$ cat src/rtl/l2_config_and_types_pkg.sv
// l2_config_and_types: shared L2 sub-id width, L1 arbiter request record and arbiter state encoding
package l2_config_and_types;
  localparam int L2_SUB_ID_W = 2;
  typedef struct packed {
    logic [29:0] addr;
    logic [3:0]  be;
    logic        rnw;
    logic        is_amo;
    logic [4:0]  amo_type_or_burst_size;
    logic [31:0] wr_data;
  } l1_arb_request_t;
  typedef enum logic {ARB, AMO_LOCK} arb_state_t;
endpackage

$ cat src/rtl/l1_request_arbiter_rr_grant.sv
// rr_grant: picks the first requester at or after ptr, wrapping around
module rr_grant #(
  parameter int N = 2,
  parameter int PW = $clog2(N)
) (
  input  logic [N-1:0]  req,
  input  logic [PW-1:0] ptr,
  output logic [N-1:0]  grant,
  output logic [PW-1:0] idx,
  output logic          any
);
  // scan from ptr and stop at the first active request
  always_comb begin
    grant = '0;
    idx = '0;
    any = 1'b0;
    for (int k = 0; k < N; k++)
      if (!any && req[(int'(ptr) + k) % N]) begin
        any = 1'b1;
        idx = PW'((int'(ptr) + k) % N);
        grant[(int'(ptr) + k) % N] = 1'b1;
      end
  end
endmodule

$ cat src/rtl/l1_request_arbiter.sv
// l1_request_arbiter: shares one L2 request port among L1 clients; L1_ARB_FIXED_PRIORITY_EN selects fixed priority with starvation promotion
module l1_request_arbiter
  import l2_config_and_types::*;
#(
  parameter int NUM_REQUESTERS = 2,
  parameter int MAX_OUTSTANDING_READS = 8,
  parameter int ID_W = L2_SUB_ID_W
) (
  input  logic                         clk,
  input  logic                         rst,
  input  logic [NUM_REQUESTERS-1:0]    req_valid,
  output logic [NUM_REQUESTERS-1:0]    req_ready,
  input  logic [NUM_REQUESTERS*30-1:0] req_addr,
  input  logic [NUM_REQUESTERS*4-1:0]  req_be,
  input  logic [NUM_REQUESTERS-1:0]    req_rnw,
  input  logic [NUM_REQUESTERS-1:0]    req_is_amo,
  input  logic [NUM_REQUESTERS*5-1:0]  req_amo_type_or_burst_size,
  input  logic [NUM_REQUESTERS*32-1:0] req_wr_data,
  output logic [NUM_REQUESTERS-1:0]    rd_valid,
  output logic [31:0]                  rd_data,
  output logic                         l2_request_push,
  output logic [29:0]                  l2_addr,
  output logic [3:0]                   l2_be,
  output logic                         l2_rnw,
  output logic                         l2_is_amo,
  output logic [4:0]                   l2_amo_type_or_burst_size,
  output logic [ID_W-1:0]              l2_sub_id,
  output logic                         l2_wr_data_push,
  output logic [31:0]                  l2_wr_data,
  input  logic                         l2_request_full,
  input  logic                         l2_data_full,
  input  logic [31:0]                  l2_rd_data,
  input  logic                         l2_rd_data_valid,
  input  logic [ID_W-1:0]              l2_rd_sub_id
);
  localparam int N = NUM_REQUESTERS;
  localparam int PW = $clog2(N);
  localparam int CW = $clog2(MAX_OUTSTANDING_READS) + 1;
  l1_arb_request_t req [N];
  logic [CW-1:0] rd_count [N];
  logic [CW-1:0] next_count [N];
  logic [31:0] sum [N];
  logic [N-1:0] elig, arb_req, grant, ret_hit;
  logic [PW-1:0] ptr, gidx, owner;
  logic any;
  arb_state_t state;
  // unpack client fields and decide who may compete this cycle; AMOs count as reads since they return data
  always_comb
    for (int i = 0; i < N; i++) begin
      req[i].addr = req_addr[i*30 +: 30];
      req[i].be = req_be[i*4 +: 4];
      req[i].rnw = req_rnw[i];
      req[i].is_amo = req_is_amo[i];
      req[i].amo_type_or_burst_size = req_amo_type_or_burst_size[i*5 +: 5];
      req[i].wr_data = req_wr_data[i*32 +: 32];
      elig[i] = req_valid[i] & ~l2_request_full & (req_rnw[i] | ~l2_data_full)
              & (~(req_rnw[i] | req_is_amo[i])
                 | (32'(rd_count[i]) + 32'(req[i].amo_type_or_burst_size) + 32'd1 <= 32'(MAX_OUTSTANDING_READS)))
              & (state == ARB || PW'(i) == owner);
    end
  rr_grant #(.N(N), .PW(PW)) u_grant (
    .req(arb_req),
    .ptr(ptr),
    .grant(grant),
    .idx(gidx),
    .any(any)
  );
`ifdef L1_ARB_FIXED_PRIORITY_EN
  logic [3:0] starve [N];
  logic [N-1:0] promo;
  assign ptr = '0;
  // starved eligible clients jump ahead of the fixed index order
  always_comb begin
    for (int i = 0; i < N; i++) promo[i] = elig[i] & (starve[i] == 4'd15);
    arb_req = |promo ? promo : elig;
  end
  // count cycles each client waits while valid; a grant clears the wait
  always_ff @(posedge clk)
    for (int i = 0; i < N; i++)
      starve[i] <= (rst || grant[i]) ? 4'd0 : (req_valid[i] && starve[i] != 4'd15) ? starve[i] + 4'd1 : starve[i];
`else
  logic [PW-1:0] rr_ptr;
  assign ptr = rr_ptr;
  assign arb_req = elig;
  // pointer moves just past the last winner
  always_ff @(posedge clk)
    if (rst) rr_ptr <= '0;
    else if (any) rr_ptr <= (gidx == PW'(N - 1)) ? '0 : gidx + 1'b1;
`endif
  // net outstanding-read count per client; a return with nothing outstanding saturates at 0
  always_comb
    for (int i = 0; i < N; i++) begin
      ret_hit[i] = l2_rd_data_valid & (32'(l2_rd_sub_id) == i);
      sum[i] = 32'(rd_count[i]) + ((grant[i] & (req[i].rnw | req[i].is_amo)) ? 32'(req[i].amo_type_or_burst_size) + 32'd1 : 32'd0);
      next_count[i] = (sum[i] == 32'd0) ? '0 : CW'(sum[i] - 32'(ret_hit[i]));
    end
  // outstanding-read counters
  always_ff @(posedge clk)
    for (int i = 0; i < N; i++) rd_count[i] <= rst ? '0 : next_count[i];
  // AMO lock: only the owner competes until its reads have all returned
  always_ff @(posedge clk)
    if (rst) begin
      state <= ARB;
      owner <= '0;
    end else if (state == ARB) begin
      if (any && req[gidx].is_amo) begin
        state <= AMO_LOCK;
        owner <= gidx;
      end
    end else if (ret_hit[owner] && next_count[owner] == '0) state <= ARB;
  // registered read return, routed by sub_id
  always_ff @(posedge clk)
    if (rst) begin
      rd_valid <= '0;
      rd_data <= '0;
    end else begin
      rd_valid <= ret_hit;
      rd_data <= l2_rd_data;
    end
  // protocol checks on client requests and L2 returns
  always_ff @(posedge clk)
    if (!rst) begin
      for (int i = 0; i < N; i++) begin
        assert (!(ret_hit[i] && sum[i] == 32'd0));
        assert (!(req_valid[i] && req_rnw[i] && !req_is_amo[i]
                  && 32'(req[i].amo_type_or_burst_size) >= 32'(MAX_OUTSTANDING_READS)));
      end
      assert (!(l2_rd_data_valid && 32'(l2_rd_sub_id) >= 32'(N)));
    end
  assign req_ready = rst ? '0 : grant;
  assign l2_request_push = |req_ready;
  assign l2_wr_data_push = l2_request_push & ~req[gidx].rnw;
  assign l2_addr = req[gidx].addr;
  assign l2_be = req[gidx].be;
  assign l2_rnw = req[gidx].rnw;
  assign l2_is_amo = req[gidx].is_amo;
  assign l2_amo_type_or_burst_size = req[gidx].amo_type_or_burst_size;
  assign l2_wr_data = req[gidx].wr_data;
  assign l2_sub_id = ID_W'(gidx);
endmodule

$ cat config.mk
export PLATFORM = sky130hd
export DESIGN_NAME = l1_request_arbiter
export DESIGN_NICKNAME = d
export VERILOG_FILES = /design/src/rtl/l2_config_and_types_pkg.sv /design/src/rtl/l1_request_arbiter_rr_grant.sv /design/src/rtl/l1_request_arbiter.sv
export SDC_FILE = /design/constraint.sdc
export NUM_CORES = 1
export LEC_CHECK = 0
export BUFFER_PORTS_ARGS = -buffer_cell sky130_fd_sc_hd__buf_2
export CAP_MARGIN = 20
export CORE_MARGIN = 10
export CORE_UTILIZATION = 34
export DETAILED_ROUTE_END_ITERATION = 12
export HOLD_SLACK_MARGIN = 0.02
export PLACE_DENSITY = 0.79
export SYNTH_ARGS = -nofsm -noshare
export SYNTH_HDL_FRONTEND = slang
export SYNTH_HIERARCHICAL = 1
export SYNTH_SLANG_ARGS = --single-unit
$ cat constraint.sdc
create_clock -name clk -period 4.25 [get_ports clk]
set_clock_uncertainty 0.05 [all_clocks]
set_input_delay 0.6375 -clock clk [delete_from_list [all_inputs] [get_ports clk]]
set_output_delay 0.6375 -clock clk [all_outputs]
set_load 0.05 [all_outputs]
# Word level (Yosys, flattened, before mapping)
# Memory sizes are Yosys's and may differ from the RTL's.
# Cells that the tools add are included.
dict set report word_totals {
  n_memories 1
  ram_bits 8
  ff_bits 37
  word_cells 106
}
dict set report classes {
  bitwise_logic 30
  n_reduce_logical 14
  add_sub_neg 12
  eq_ne 1
  magnitude_cmp 9
  mux 34
}
# name words width rd rd_clocked_by_memory_dff wr line_no
set mem_list {}
lappend mem_list {rd_count 2 4 2 0 2 l1_request_arbiter.sv:40} ;# logic [CW-1:0] rd_count [N];
# op count
set op_table {}
lappend op_table {{$mux W73} 3}
lappend op_table {{$logic_not A32 Y1} 2}
lappend op_table {{$mux W4} 7}
lappend op_table {{$mux W1} 17}
lappend op_table {{$add A4 B6 Y7} 2}
lappend op_table {{$add A6 B1 Y7 const B} 2}
lappend op_table {{$le A7 B4 Y1 const B} 2}
lappend op_table {{$and A1 B1 Y1} 13}
lappend op_table {{$add A4 B5 Y6} 2}
lappend op_table {{$add A5 B1 Y6 const B} 2}
lappend op_table {{$mux W6} 2}
lappend op_table {{$sub A4 B1 Y4} 2}
lappend op_table {{$not A1 Y1} 7}
lappend op_table {{$mux W2} 3}
lappend op_table {{$or A1 B1 Y1} 6}
lappend op_table {{$logic_and A1 B1 Y1} 5}
lappend op_table {{$ge A2 B2 Y1 const B} 2}
lappend op_table {{$logic_not A4 Y1} 1}
lappend op_table {{$lt A1 B2 Y1 const B} 2}
lappend op_table {{$not A1 Y2} 2}
lappend op_table {{$lt A2 B3 Y1 const B} 1}
lappend op_table {{$add A1 B1 Y1 const B} 2}
lappend op_table {{$demux W1 S1} 2}
lappend op_table {{$eq A2 B1 Y1 const B} 1}
lappend op_table {{other kinds (9)} 10}

# Depth between registers and ports, before layout
# An unclocked memory read counts as a cell.
dict set report logic_depth {
  depth_word 25
  depth_mapped 20
  depth_no_buf 20
}

# Cells and area by module
# Netlist, hierarchy kept.
# mod seq_area_each_um2 area_per_inst_um2 cells_each instances
set by_module_without_submodules {}
lappend by_module_without_submodules {l1_request_arbiter 900.9 3086.7 316 1}
lappend by_module_without_submodules {rr_grant 0.0 32.5 5 1}

# Least setup slack after synthesis
# Ideal clock, no wire load.
dict set report synth_path {
  path_type {input to output}
  start {input req_amo_type_or_burst_size[1]}
  end {output l2_wr_data_push}
  path_buffers 0
  arrival_ns 4.260
  cell_stages 11
  path_slack_ns -0.698
  cell_sequence {ha_1 nor2b_1 o21ai_1 nand2b_1 maj3_2 o32a_1 nor4b_2 a21boi_0 nor2b_1 or2_2 nor2b_1}
}
dict set report synth_between {
  elab_cells_between_ends 27
  classes_between {add/sub: 2; order compare: 1; mux: 14; bitwise: 7; reduce/logical: 3}
}
# element line_no
set synth_lines {}
lappend synth_lines {{start, declared} l1_request_arbiter.sv:17} ;# input logic [NUM_REQUESTERS*5-1:0] req_amo_type_or_burst_size,
lappend synth_lines {{$add A4 B5 Y6 *} l1_request_arbiter.sv:58} ;# | (32'(rd_count[i]) + 32'(req[i].amo_type_or_burst_size) + 32'd1 <= 32'(MAX_OUTSTANDING_READS)))
lappend synth_lines {{$add A6 B1 Y7 *} l1_request_arbiter.sv:58}
lappend synth_lines {{$le A7 B4 Y1 *} l1_request_arbiter.sv:58}
lappend synth_lines {{$or A1 B1 Y1 *} l1_request_arbiter.sv:58}
lappend synth_lines {{$and A1 B1 Y1 *} l1_request_arbiter.sv:57} ;# & (~(req_rnw[i] | req_is_amo[i])
lappend synth_lines {{$and A1 B1 Y1 *} l1_request_arbiter.sv:59} ;# & (state == ARB || PW'(i) == owner);
lappend synth_lines {{via arb_req[0]} l1_request_arbiter.sv:43} ;# logic [N-1:0] elig, arb_req, grant, ret_hit;
lappend synth_lines {{$mux W1 (implied by the code) (2 in series)} l1_request_arbiter_rr_grant.sv:18} ;# if (!any && req[(int'(ptr) + k) % N]) begin
lappend synth_lines {{[... 2 more ...]} n/a}
lappend synth_lines {{$logic_and A1 B1 Y1} l1_request_arbiter_rr_grant.sv:18}
lappend synth_lines {{$mux W2 *} l1_request_arbiter_rr_grant.sv:18}
lappend synth_lines {{via grant[0]} l1_request_arbiter.sv:43}
lappend synth_lines {{$mux W2 *} l1_request_arbiter.sv:130} ;# assign req_ready = rst ? '0 : grant;
lappend synth_lines {{via req_ready[0]} l1_request_arbiter.sv:12} ;# output logic [NUM_REQUESTERS-1:0] req_ready,
lappend synth_lines {{$reduce_or A2 Y1 *} l1_request_arbiter.sv:131} ;# assign l2_request_push = |req_ready;
lappend synth_lines {{via l2_request_push} l1_request_arbiter.sv:21} ;# output logic l2_request_push,
lappend synth_lines {{$and A1 B1 Y1 *} l1_request_arbiter.sv:132} ;# assign l2_wr_data_push = l2_request_push & ~req[gidx].rnw;
lappend synth_lines {{end, declared} l1_request_arbiter.sv:28} ;# output logic l2_wr_data_push,
# The timed path passes the listed nets; every way through them passes the cells marked *. The select of a mux whose other input is x is not followed.

# Worst setup path after layout
dict set report layout_path {
  start {input req_amo_type_or_burst_size[1]}
  end {register state}
}
dict set report layout_between {
  elab_chain_cells 24
  elab_cells_between_ends 46
  classes_between {add/sub: 7; order compare: 1; mux: 24; bitwise: 7; reduce/logical: 7}
}
# element line_no
set layout_lines {}
lappend layout_lines {{$add A4 B5 Y6 *} l1_request_arbiter.sv:58}
lappend layout_lines {{$add A6 B1 Y7 *} l1_request_arbiter.sv:58}
lappend layout_lines {{$le A7 B4 Y1 *} l1_request_arbiter.sv:58}
lappend layout_lines {{$or A1 B1 Y1 *} l1_request_arbiter.sv:58}
lappend layout_lines {{$and A1 B1 Y1 *} l1_request_arbiter.sv:57}
lappend layout_lines {{$and A1 B1 Y1 *} l1_request_arbiter.sv:59}
lappend layout_lines {{via arb_req[0]} l1_request_arbiter.sv:43}
lappend layout_lines {{$mux W1 (implied by the code) (2 in series)} l1_request_arbiter_rr_grant.sv:18}
lappend layout_lines {{[... 4 more ...]} n/a}
lappend layout_lines {{via grant[0]} l1_request_arbiter.sv:43}
lappend layout_lines {{[... 2 more ...]} n/a}
lappend layout_lines {{$add A4 B6 Y7 *} l1_request_arbiter.sv:94} ;# sum[i] = 32'(rd_count[i]) + ((grant[i] & (req[i].rnw | req[i].is_amo)) ? 32'(req[i].amo_type_or_burst_size) + ...
lappend layout_lines {{$sub A4 B1 Y4 or $logic_not A32 Y1 (tied branches)} l1_request_arbiter.sv:95} ;# next_count[i] = (sum[i] == 32'd0) ? '0 : CW'(sum[i] - 32'(ret_hit[i]));
lappend layout_lines {{$mux W4 *} l1_request_arbiter.sv:95}
lappend layout_lines {{$mux W4 (implied by the code) * (3 in series)} l1_request_arbiter.sv:110} ;# end else if (ret_hit[owner] && next_count[owner] == '0) state <= ARB;
lappend layout_lines {{$logic_not A4 Y1 *} l1_request_arbiter.sv:110}
lappend layout_lines {{$logic_and A1 B1 Y1 *} l1_request_arbiter.sv:110}
lappend layout_lines {{$mux W1 *} l1_request_arbiter.sv:110}
lappend layout_lines {{$mux W1 *} l1_request_arbiter.sv:105} ;# end else if (state == ARB) begin
lappend layout_lines {{end signal, assigned} l1_request_arbiter.sv:103} ;# state <= ARB;
lappend layout_lines {{end signal, assigned} l1_request_arbiter.sv:107} ;# state <= AMO_LOCK;
lappend layout_lines {{end signal, assigned} l1_request_arbiter.sv:110}
lappend layout_lines {{end, declared} l1_request_arbiter.sv:46} ;# arb_state_t state;
# Marked as above.
# A chain may end at the register's enable or synchronous reset.

==> flow_summary.json <==
{
  "status": "finished, violations left",
  "violations": "setup timing",
  "period_share": 1.01,
  "synthesis.nets": 532,
  "cp.required_ps": 4380,
  "synth.distinct_cells": 44,
  "clockBufferDepth": 2,
  "hp-class": "input pin to register",
  "path_class": "input pin to register",
  "synth_flop_cell": "dfxtp_1",
  "ios": 300,
  "cts_tree": "done",
  "syn_area_um2": 3120,
  "wl_mm": 16.8,
  "synth_warnings": 6,
  "wl_per_cell_um": 21.9,
  "maxSlewHeadroom": 0.540,
  "async_flop_share": 0,
  "area_growth_pct": 86.4,
  "ys_ff_latch": 45,
  "clkLatencyLatePin_ps": 290,
  "p_switching_w": 0.000589,
  "rsz0062_at_grt": "yes",
  "die_area_um2": 13400,
  "netlist_top_cells_area": "dfxtp_1 (29%), mux2_2 (26%), ha_1 (8.8%)",
  "dp_cells": 743,
  "grt_start_max_net_pins": 42,
  "avgSynthCellArea_um2": 9.72,
  "netlist_top_cells_count": "mux2_2 (72), dfxtp_1 (45), nor2b_1 (41), ha_1 (22), inv_1 (18)",
  "startpoint_type": "input pin",
  "clkPwrFrac": 0.179,
  "final.setup.worst_slack_ps": -47.4,
  "antenna_left": 0,
  "worstPathArrival_ps": 4430,
  "clkTransAtPathRegs_ps": 80,
  "drive_above_1_share": 0.710,
  "fp.dieH_um": 116,
  "p_int_w": 0.000854,
  "cts-hold-fix-buffers": 0,
  "ys_seq_area_frac": 0.289,
  "via_per_inst": 4.93,
  "grt_pass1_wl_mm": 23.1,
  "hold_violations": 0,
  "worst_setup_path_end_kind": "register",
  "core_um2": 8810,
  "fp-row-count": 34,
  "fmax_ghz": 0.233,
  "yosysMostFrequentCell": "mux2_2",
  "dp_hpwl_mm": 14.0,
  "finalNetCount": 866,
  "cts_buffers": 5,
  "slew_violations": 0,
  "synth_top_area_share": 0.289,
  "crit_fanout": 3,
  "finalSetupViolations": 1,
  "numPortBuffers": 298,
  "firstDrtPassIters": 4,
  "post-route-util": 0.660,
  "instances_no_fill": 767,
  "p_seq_frac": 0.311,
  "antenna_found_initial": 3,
  "grt_pass1_vias": 4223,
  "drt-initial-drc-count": 158,
  "drc": 0,
  "cts-root-buf": "clkbuf_8",
  "yosys.area.top_type": "dfxtp_1",
  "p_leak_nw": 2.89,
  "swShare": 0.408,
  "grt-ovfl-total": 0,
  "period_minus_slack_ps": 4300,
  "fill_cells": 719,
  "tightest_slew_ps": 690,
  "maxCapViolCount": 0,
  "cts_sinks": 45,
  "synth_edf_count": 0,
  "initial_core_util": 0.354,
  "htree_num_levels": 2,
  "vias": 3779,
  "gp_congestion": 0.935,
  "p_comb_frac": 0.510,
  "synthesis.instances": 321,
  "die_w_um": 116,
  "power_density_nw_per_um2": 248,
  "ir_drop_mv": 0.352,
  "grtUsageTotal": 0.222
}
[routing by layer]
layer / vias to the layer above / global-route usage / routed length [µm]
met3: 36 / 0.101 / 1870
met1: 1752 / 0.210 / 5810
met5: - / 0 / 13
met2: 210 / 0.417 / 8730
li1: 1779 / - / -
met4: 2 / 0.0692 / 389
[power by group through the flow]
stage | logic, W | clock network (W) | registers, W
CTS | 0.000691 | 0.000265 | 0.000448
finish | 0.000736 | 0.000258 | 0.000449
detailed placement | 0.000636 | 0 | 0.000458
global route | 0.000775 | 0.000279 | 0.000450
global placement | 0.000626 | 0 | 0.000457
floorplan | 0.000358 | 0 | 0.000516
[cell families (layout without fill, tap and decap cells)]
family                     Yosys count  in the layout  synth area share
xor gates and xnor gates            15             15            0.0421
and+or+nand+nor                     97             97             0.183
adders and majority gates           26             26             0.108
DFF                                 45             45             0.289
buffers and inverters               33            368            0.0441
muxes                               74             74             0.266
AOI/OAI and AO/OA                   30             30            0.0666
other                                1              4           0.00120
[worst max-delay path, stage by stage]
cell and delay, ps:
buf_8 100, ha_4 200, nor2b_4 120, o21ai_1 140, nand2b_1 80, maj3_2 310, o32a_1 340, nor4b_2 290
a21boi_2 230, o21ai_2 90, nor2_1 150, ha_2 210, inv_2 40, fa_2 450, ha_4 290, nand3b_1 120
a2111oi_4 310, mux2i_1 130, o211ai_1 100, a21oi_1 90
[through the flow]
step	hold slack (ps)	area (µm²)	TNS [ps]	setup WS, ps	total power (W)
3_3_place_gp	465	4980	-1200	-325	0.00108
4_1_cts	490	5430	-16.2	-15.8	0.00140
3_5_place_dp	482	4980	-2210	-503	0.00109
5_1_grt	495	5810	-861	-306	0.00150
2_1_floorplan	433	3140	-1480	-133	0.000875
6_report	498	5810	-47.4	-47.4	0.00144
[cell type report]
type	count	area, µm²	share of cell area
Tap cell	108	135	0.0232
Multi-Input combinational cell	243	2340	0.403
Antenna cell	3	7.51	0.00129
Inverter	18	67.6	0.0116
Sequential cell	45	902	0.155
Clock buffer	6	72.6	0.0125
Clock inverter	2	15.0	0.00258
Timing Repair Buffer	342	2270	0.391
[registers in the layout, indices dropped and copies added (netlist names)]
name	flops
rd_data	32
rd_count	8
rd_valid	2
owner	1
ptr	1
state	1
[final timing paths]
path / from / to / slack (ps) / cells after the start
worst max-delay path: req_amo_type_or_burst_size[1] / state / -50 / 20
worst min-delay path: l2_rd_data[15] / rd_data[15] / 500 / 2
worst max register to register: rd_count[0][0] / state / 10 / 20
worst min register to register: ptr / ptr / 530 / 2
[cells in the final DEF (no fill, tap or decap), drive strengths merged, types with 2 or more instances in the layout]
| master | n |
|---|---|
| buf | 339 |
| mux2 | 72 |
| dfxtp | 45 |
| nor2b | 41 |
| ha | 22 |
| inv | 18 |
| nor2 | 17 |
| nand3 | 9 |
| xnor2 | 9 |
| clkbuf | 9 |
| o21ai | 7 |
| nand2b | 6 |
| xor2 | 6 |
| and3 | 5 |
| a21oi | 5 |
| nand2 | 4 |
| a21o | 4 |
| or2 | 4 |
| a21boi | 4 |
| diode | 3 |
| maj3 | 2 |
| o32a | 2 |
| nor4b | 2 |
| nand4 | 2 |
| a2111oi | 2 |
| nor3b | 2 |
| nor3 | 2 |
| mux2i | 2 |
| fa | 2 |
| clkinvlp | 2 |
[what timing repair did]
action / CTS / global route
setup endpoints to repair: 9 / 83
gates cloned: 1 / 3
pin swaps: 6 / 23
resized for setup: 94 / 72
setup buffers: 6 / 3
hold endpoints to repair: 0 / 0
Note: power is estimated with default switching activity, not from simulation.
